$ cat config.mk
export PLATFORM = sky130hd
export DESIGN_NAME = alu_op_sequencer
export DESIGN_NICKNAME = d
export VERILOG_FILES = /design/src/rtl/alu_op_sequencer.sv
export SDC_FILE = /design/constraint.sdc
export NUM_CORES = 1
export LEC_CHECK = 0
export BUFFER_PORTS_ARGS = -buffer_cell sky130_fd_sc_hd__buf_2
export CORE_MARGIN = 4
export CORE_UTILIZATION = 51
export DETAILED_ROUTE_END_ITERATION = 6
export HOLD_SLACK_MARGIN = 0.05
export PLACE_DENSITY_LB_ADDON = 0.12
export SYNTH_ARGS = -nofsm -noshare
export SYNTH_HDL_FRONTEND = slang
export SYNTH_SLANG_ARGS = --single-unit
$ cat constraint.sdc
create_clock -name clock -period 2.7 [get_ports clock]
set_clock_uncertainty 0.05 [all_clocks]
set_input_delay 0.135 -clock clock [delete_from_list [all_inputs] [get_ports clock]]
set_output_delay 0.135 -clock clock [all_outputs]
set_load 0.1 [all_outputs]
$ cat src/rtl/alu_op_sequencer.sv
// Replays a small loaded program of (fsel, A) ops into the
// accumulator write port over a valid/ready handshake.
module alu_op_sequencer #(
  parameter int PROG_DEPTH = 8,
  parameter int STEP_GAP   = 4
) (
  input  logic                          clock,
  input  logic                          reset,
  input  logic                          prog_we,
  input  logic [$clog2(PROG_DEPTH)-1:0] prog_addr,
  input  logic [2:0]                    prog_fsel,
  input  logic [3:0]                    prog_a,
  input  logic                          prog_last,
  input  logic                          start,
  input  logic                          stop,
  input  logic                          loop_en,
  output logic                          op_valid,
  input  logic                          op_ready,
  output logic [2:0]                    op_fsel,
  output logic [3:0]                    op_a,
  output logic                          busy,
  output logic                          done,
  output logic [$clog2(PROG_DEPTH)-1:0] pc
);

  localparam int AW = $clog2(PROG_DEPTH);
  localparam int GW = (STEP_GAP > 1) ? $clog2(STEP_GAP) : 1;

  localparam logic [AW-1:0] PC_MAX  = AW'(PROG_DEPTH - 1);
  localparam logic [AW-1:0] PC_ONE  = AW'(1);
  localparam logic [GW-1:0] GAP_LD  = GW'(STEP_GAP - 1);
  localparam logic [GW-1:0] GAP_ONE = GW'(1);

  typedef enum logic [1:0] {
    IDLE,
    ISSUE,
    GAP,
    DONE
  } state_t;

  state_t        state;
  logic [GW-1:0] gap_cnt;
  logic [7:0]    mem [PROG_DEPTH];

  logic [7:0] cur;
  logic       prog_ok;
  logic       accept;
  logic       at_end;

  // entry layout: {last, fsel[2:0], a[3:0]}
  assign cur     = mem[pc];
  assign prog_ok = (state == IDLE) || (state == DONE);
  assign accept  = (state == ISSUE) && op_valid && op_ready;
  assign at_end  = cur[7] || (pc == PC_MAX);

  always_ff @(posedge clock or posedge reset) begin
    if (reset) begin
      for (int i = 0; i < PROG_DEPTH; i++) begin
        mem[i] <= '0;
      end
    end else if (prog_we && prog_ok) begin
      mem[prog_addr] <= {prog_last, prog_fsel, prog_a};
    end
  end

  always_ff @(posedge clock or posedge reset) begin
    if (reset) begin
      state    <= IDLE;
      pc       <= '0;
      gap_cnt  <= '0;
      op_valid <= 1'b0;
      op_fsel  <= '0;
      op_a     <= '0;
      busy     <= 1'b0;
      done     <= 1'b0;
    end else if (stop) begin
      state    <= IDLE;
      pc       <= '0;
      gap_cnt  <= '0;
      op_valid <= 1'b0;
      busy     <= 1'b0;
      done     <= 1'b0;
    end else begin
      unique case (state)
        IDLE, DONE: begin
          if (start) begin
            state    <= ISSUE;
            pc       <= '0;
            op_valid <= 1'b1;
            op_fsel  <= mem[0][6:4];
            op_a     <= mem[0][3:0];
            busy     <= 1'b1;
            done     <= 1'b0;
          end
        end
        ISSUE: begin
          if (accept) begin
            op_valid <= 1'b0;
            if (at_end && !loop_en) begin
              state <= DONE;
              busy  <= 1'b0;
              done  <= 1'b1;
            end else begin
              state   <= GAP;
              gap_cnt <= GAP_LD;
              pc      <= at_end ? '0 : pc + PC_ONE;
            end
          end
        end
        GAP: begin
          // pc already points at the next entry here
          if (gap_cnt == '0) begin
            state    <= ISSUE;
            op_valid <= 1'b1;
            op_fsel  <= cur[6:4];
            op_a     <= cur[3:0];
          end else begin
            gap_cnt <= gap_cnt - GAP_ONE;
          end
        end
        default: state <= IDLE;
      endcase
    end
  end

endmodule

# Yosys cells after proc, flatten, opt, wreduce, memory -nomap -nowiden

Index checks and enable logic that the tools add are counted.

Add/sub/neg operators: 2
Mux-type cells: 43
Magnitude comparators: 3
Reductions and logical operators: 19
Equal/unequal tests: 12
Bitwise operators: 3

Operator list:

| cell                | number |
|---|---|
| $bwmux 64           | 1 |
| $bmux 8 s3          | 1 |
| $demux 8 s3         | 1 |
| $mux 8              | 3 |
| $mux 3              | 7 |
| $mux 2              | 8 |
| $reduce_and 4->1    | 4 |
| $ne 3x3->1 const B  | 5 |
| $mux 1              | 12 |
| $pmux 3 s2          | 2 |
| $ge 4x4->1 const B  | 2 |
| $mux 4              | 2 |
| $not 3->4           | 2 |
| $pmux 4 s2          | 1 |
| $pmux 2 s3          | 1 |
| $reduce_bool 3->1   | 2 |
| $logic_and 1x1->1   | 5 |
| $eq 2x2->1 const B  | 2 |
| $logic_not 2->1     | 2 |
| $lt 4x1->1 const B  | 1 |
| $ne 2x2->1 const B  | 2 |
| $pmux 1 s2          | 2 |
| $pmux 2 s2          | 1 |
| $add 3x1->3 const B | 1 |
| other kinds (11)    | 12 |

Word-level logic and storage cells: 98
Input port bits: 18
Output and inout bits: 13
Register bits: 81

# Longest topological paths before layout

Depth in word-level cells: 10
Mapped depth: 8
Depth with buffers taken out: 7

# Worst setup path before layout

Ideal clock, no wire load.

Kind: register to register
Start point: register pc[0]
End point: register state[0]
Path buffers: 1
Setup time: 126 ps
Data arrival time: 2137 ps
Setup slack: 387 ps
Stages on the path, launching flop included: 7
Required time: 2524 ps
Clock period less this slack: 2313 ps
Cells stage by stage: dfrtp_1 -> buf_6 -> mux2i_1 -> nand3_2 -> a41oi_4 -> nor2_2 -> a221o_1

Word-level cells in the longest chain between the ends: 10
Elaborated cells between the ends (all ways): 11
Classes of those cells: eq/ne: 1; mux: 7; bitwise: 1; reduce/logical: 2

Ends and longest elaborated chain:

| what                                      | line | RTL |
|---|---|---|
| start, declared                           | 23   | `output logic [$clog2(PROG_DEPTH)-1:0] pc` |
| start signal, assigned                    | 106  | `pc <= at_end ? '0 : pc + PC_ONE;` |
| $not 3->4 (implied by the code)           | 51   | `assign cur = mem[pc];` |
| $bmux 8 s3                                | 51   |  |
| $mux 8 (implied by the code) (2 in a row) | 51   |  |
| $logic_or 1x1->1 (*)                      | 54   | `assign at_end = cur[7] \|\| (pc == PC_MAX);` |
| $logic_and 1x1->1 (*)                     | 99   | `if (at_end && !loop_en) begin` |
| $mux 1 (*)                                | 99   |  |
| $mux 2 (*)                                | 97   | `if (accept) begin` |
| $pmux 2 s3 (*)                            | 84   | `unique case (state)` |
| $mux 2 (*)                                | 76   | `end else if (stop) begin` |
| end signal, assigned                      | 77   | `state <= IDLE;` |
| end signal, assigned                      | 87   | `state <= ISSUE;` |
| end signal, assigned                      | 100  | `state <= DONE;` |
| end, declared                             | 41   | `state_t state;` |

Mark *: on every way between the ends. The rest lies on a longest branch, timed or not. The select of a mux whose other input is x is not followed.
A chain may end at the register's enable or synchronous reset.

# Worst setup path in the final report

Start point: register state[0]
End point: register op_fsel[0]

Word-level cells in the longest chain between the ends: 4
Elaborated cells between the ends (all ways): 9
Classes of those cells: eq/ne: 4; mux: 1; reduce/logical: 4

Ends and longest elaborated chain:

| what                                                      | line | RTL |
|---|---|---|
| start signal, assigned                                    | 68   | `state <= IDLE;` |
| start signal, assigned                                    | 77   |  |
| start signal, assigned                                    | 87   |  |
| $eq 2x2->1 or $logic_not 2->1 (tied branches)             | 84   |  |
| $reduce_or 2->1                                           | 84   |  |
| $ne 2x2->1 (no line) or $reduce_bool 2->1 (tied branches) | n/a  |  |
| $reduce_and 4->1 (no line)                                | n/a  |  |
| end signal, assigned                                      | 90   | `op_fsel <= mem[0][6:4];` |
| end signal, assigned                                      | 115  | `op_fsel <= cur[6:4];` |
| end, declared                                             | 19   | `output logic [2:0] op_fsel,` |

Parallel ways exist; a longest one is shown, timed or not.

==> metrics.csv <==
metric,value,unit
status,completed,
routabilityCongestion,0.8522,
clock_path_buffers,2,
synth_cells,274,
drive_gt1_share,43.30,%
fillers,599,
vdd_drop_max,442.1,µV
timing.final.crit_share,78.67,%
yosys_warnings,0,
nNetsFinal,339,
hold_start,prog_fsel[2],
dpl_worst_slack,0.6077,ns
worstSetupEndpointType,flop,
hp-class,in -> reg,
synthesis.nets,297,
die_h,95.92,µm
place_area,4234,µm²
grt_pass1_vias,2427,
track_usage,20.72,%
post-synth-top-count-cell,dfrtp_1,
fin_ws,0.5760,ns
fin_worst_hold_slack,0.06896,ns
grt_pass1_wl,13620,µm
rsz0062_at_grt,no,
io_pins,31,
fp-row-count,31,
initial_utilization,53.50,%
layout_min_cycle_time,2.124,ns
drcViolationCount,0,
htreeDepth,3,
synth.top_cell.area_share,51.41,%
synth.avg_cell_area,14.39,µm²
ant_nets,0,
path_class,reg -> reg,
cts.sinks,81,
crit_required,2.86,ns
drv_cap,0,
max_slew_margin,46.33,%
antenna_found_initial,0,
start_kind,flop,
yosysUniqueCellTypes,42,
cp_cell_sequence,"inv_1, ha_1, nand2b_1, nor2b_1, o211a_1, mux2i_1, o21ai_0",
r2r_start,state[0],
cts_setup_buffers,0,
n_antenna_cell,0,
max_stage_delay,0.47,ns
root_buffer,clkbuf_8,
clock.fmax,0.4708,GHz
numCtsBuffers,9,
die_w,95.92,µm
crit_arrival,2.29,ns
dieArea,9201,µm²
grt_overflow,0,
ys_ff_latch,81,
grt_max_degree,45,
tightestPinTransition,0.8042,ns
wl_per_cell,19.90,µm
ys_async_sr_fraction,100.0,%
synthesis.area,3943,µm²
vias_per_cell,5.698,
yosys-top-cells-area,"dfrtp_1, mux2_2, mux2i_1, mux4_2, mux4_1",
first_iter_violations,158,
netlist_top_cells_count,"dfrtp_1, mux2_2, mux2i_1",
slowest_stage,o211a_1,
crit_start,state[0],
final_cell_area,4451,µm²
wl,8356,µm
p_per_area,1179,nW/µm²
vias,2393,
finalHoldViolations,0,
dr.pass1.iters,4,
insertion_delay,0.35,ns
p_leak,1.923,nW
io_buffer_count,30,
setup_viol,0,
place_hpwl,5638,µm
yosysTopAreaCell,dfrtp_1,
worstPathMaxFanout,7,
synth_flop_cell,dfrtp_1,
clk_pin_slew_worst_paths,0.09,ns
finalMaxSlewViolations,0,
tritoncts,built,
final.setup.tns,0,ns
synth-seq-area-share,51.41,%
syn_to_final_growth,12.88,%
synth-edff-count,0,
core_area,7370,µm²
reg2reg_slack,0.58,ns
where the power goes:
group	internal (mW)	total [mW]	switching [mW]	leakage [nW]
Combinational	1.02	2.27	1.25	0.835
Clock	0.450	0.883	0.434	0.0953
Sequential	1.79	2.10	0.307	0.993
logic make-up after synthesis:
kind of cell | share of synthesized area [%]
AO/OA/AOI/OAI | 6.094
adder cells (fa/ha/maj) | 1.587
buffers and inverters | 1.999
flip-flops | 51.41
multiplexers | 31.67
AND/OR/NAND/NOR | 7.236
cells in the final DEF, fill, tap and decap left out, types with 2 or more instances in the layout:
cell           count
a211oi_1           2
a21o_1             2
a21oi_1            2
a22o_1             2
a31oi_1            3
a32o_1             2
buf_2             30
buf_4              7
clkbuf_8          10
clkinv_2           3
clkinvlp_4         2
dfrtp_1           81
dlygate4sd3_1      2
ha_1               5
inv_1              5
mux2_2            64
mux2i_1           19
mux4_1             6
mux4_2             8
nand2_1            6
nand2b_1           6
nand3_1            3
nand3b_1           3
nor2_1             4
nor2_2             5
nor2b_1            8
nor3b_1            2
o21ai_0           10
critical path: cells and delay by family (launching register included):
kind	cells	cell delay, ns
multiplexers	1	0.23
AO/OA/AOI/OAI	2	0.56
flip-flops	1	0.38
adder cells (fa/ha/maj)	1	0.37
buffers and inverters	1	0.05
AND/OR/NAND/NOR	2	0.34
path summary, 6_finish.rpt:
kind,cells after the start,endpoint
max reg2reg,7,op_fsel[0]
min in group asynchronous,3,mem[16]
min reg2reg,1,done
max in group asynchronous,4,mem[20]
max,7,op_fsel[0]
min,2,mem[46]
sequential cells by signal, summed over array words and instances, names as in the netlist:
| name | count |
|---|---|
| op_a | 4 |
| op_valid | 1 |
| gap_cnt | 2 |
| done | 1 |
| busy | 1 |
| pc | 3 |
| mem | 64 |
| op_fsel | 3 |
| state | 2 |
cell type report:
cell class / count / area, µm² / share of cell area (%)
Multi-Input combinational cell: 178 / 1837 / 41.27
Sequential cell: 81 / 2027 / 45.54
Clock inverter: 5 / 55.05 / 1.237
Clock buffer: 11 / 141.4 / 3.177
Inverter: 6 / 23.77 / 0.5342
Timing Repair Buffer: 40 / 242.7 / 5.454
Tap cell: 99 / 123.9 / 2.783
through the flow:
stage | std cells | total power [mW] | util, %
2_1_floorplan | 274 | 3.942 | -
3_3_place_gp | 402 | 4.346 | 57.45
3_5_place_dp | 402 | 4.414 | 57.45
4_1_cts | 420 | 5.304 | 60.39
5_1_grt | 420 | 5.591 | 60.39
6_report | 420 | 5.249 | 60.39
layer usage:
metal	part of all wire [%]	global-route usage, %	routed length (µm)
met5	0	0	0
met3	3.9	3.753	328
met4	2.8	9.597	236
met1	47	28.93	3910
met2	46	31.56	3880
timing repair:
| action | in CTS | in global routing |
|---|---|---|
| resized for setup | 0 | 0 |
| hold endpoints to repair | 47 | 0 |
| setup endpoints to repair | 0 | 0 |
| hold buffers | 2 | 0 |
Power figures use the tool's default switching activity.
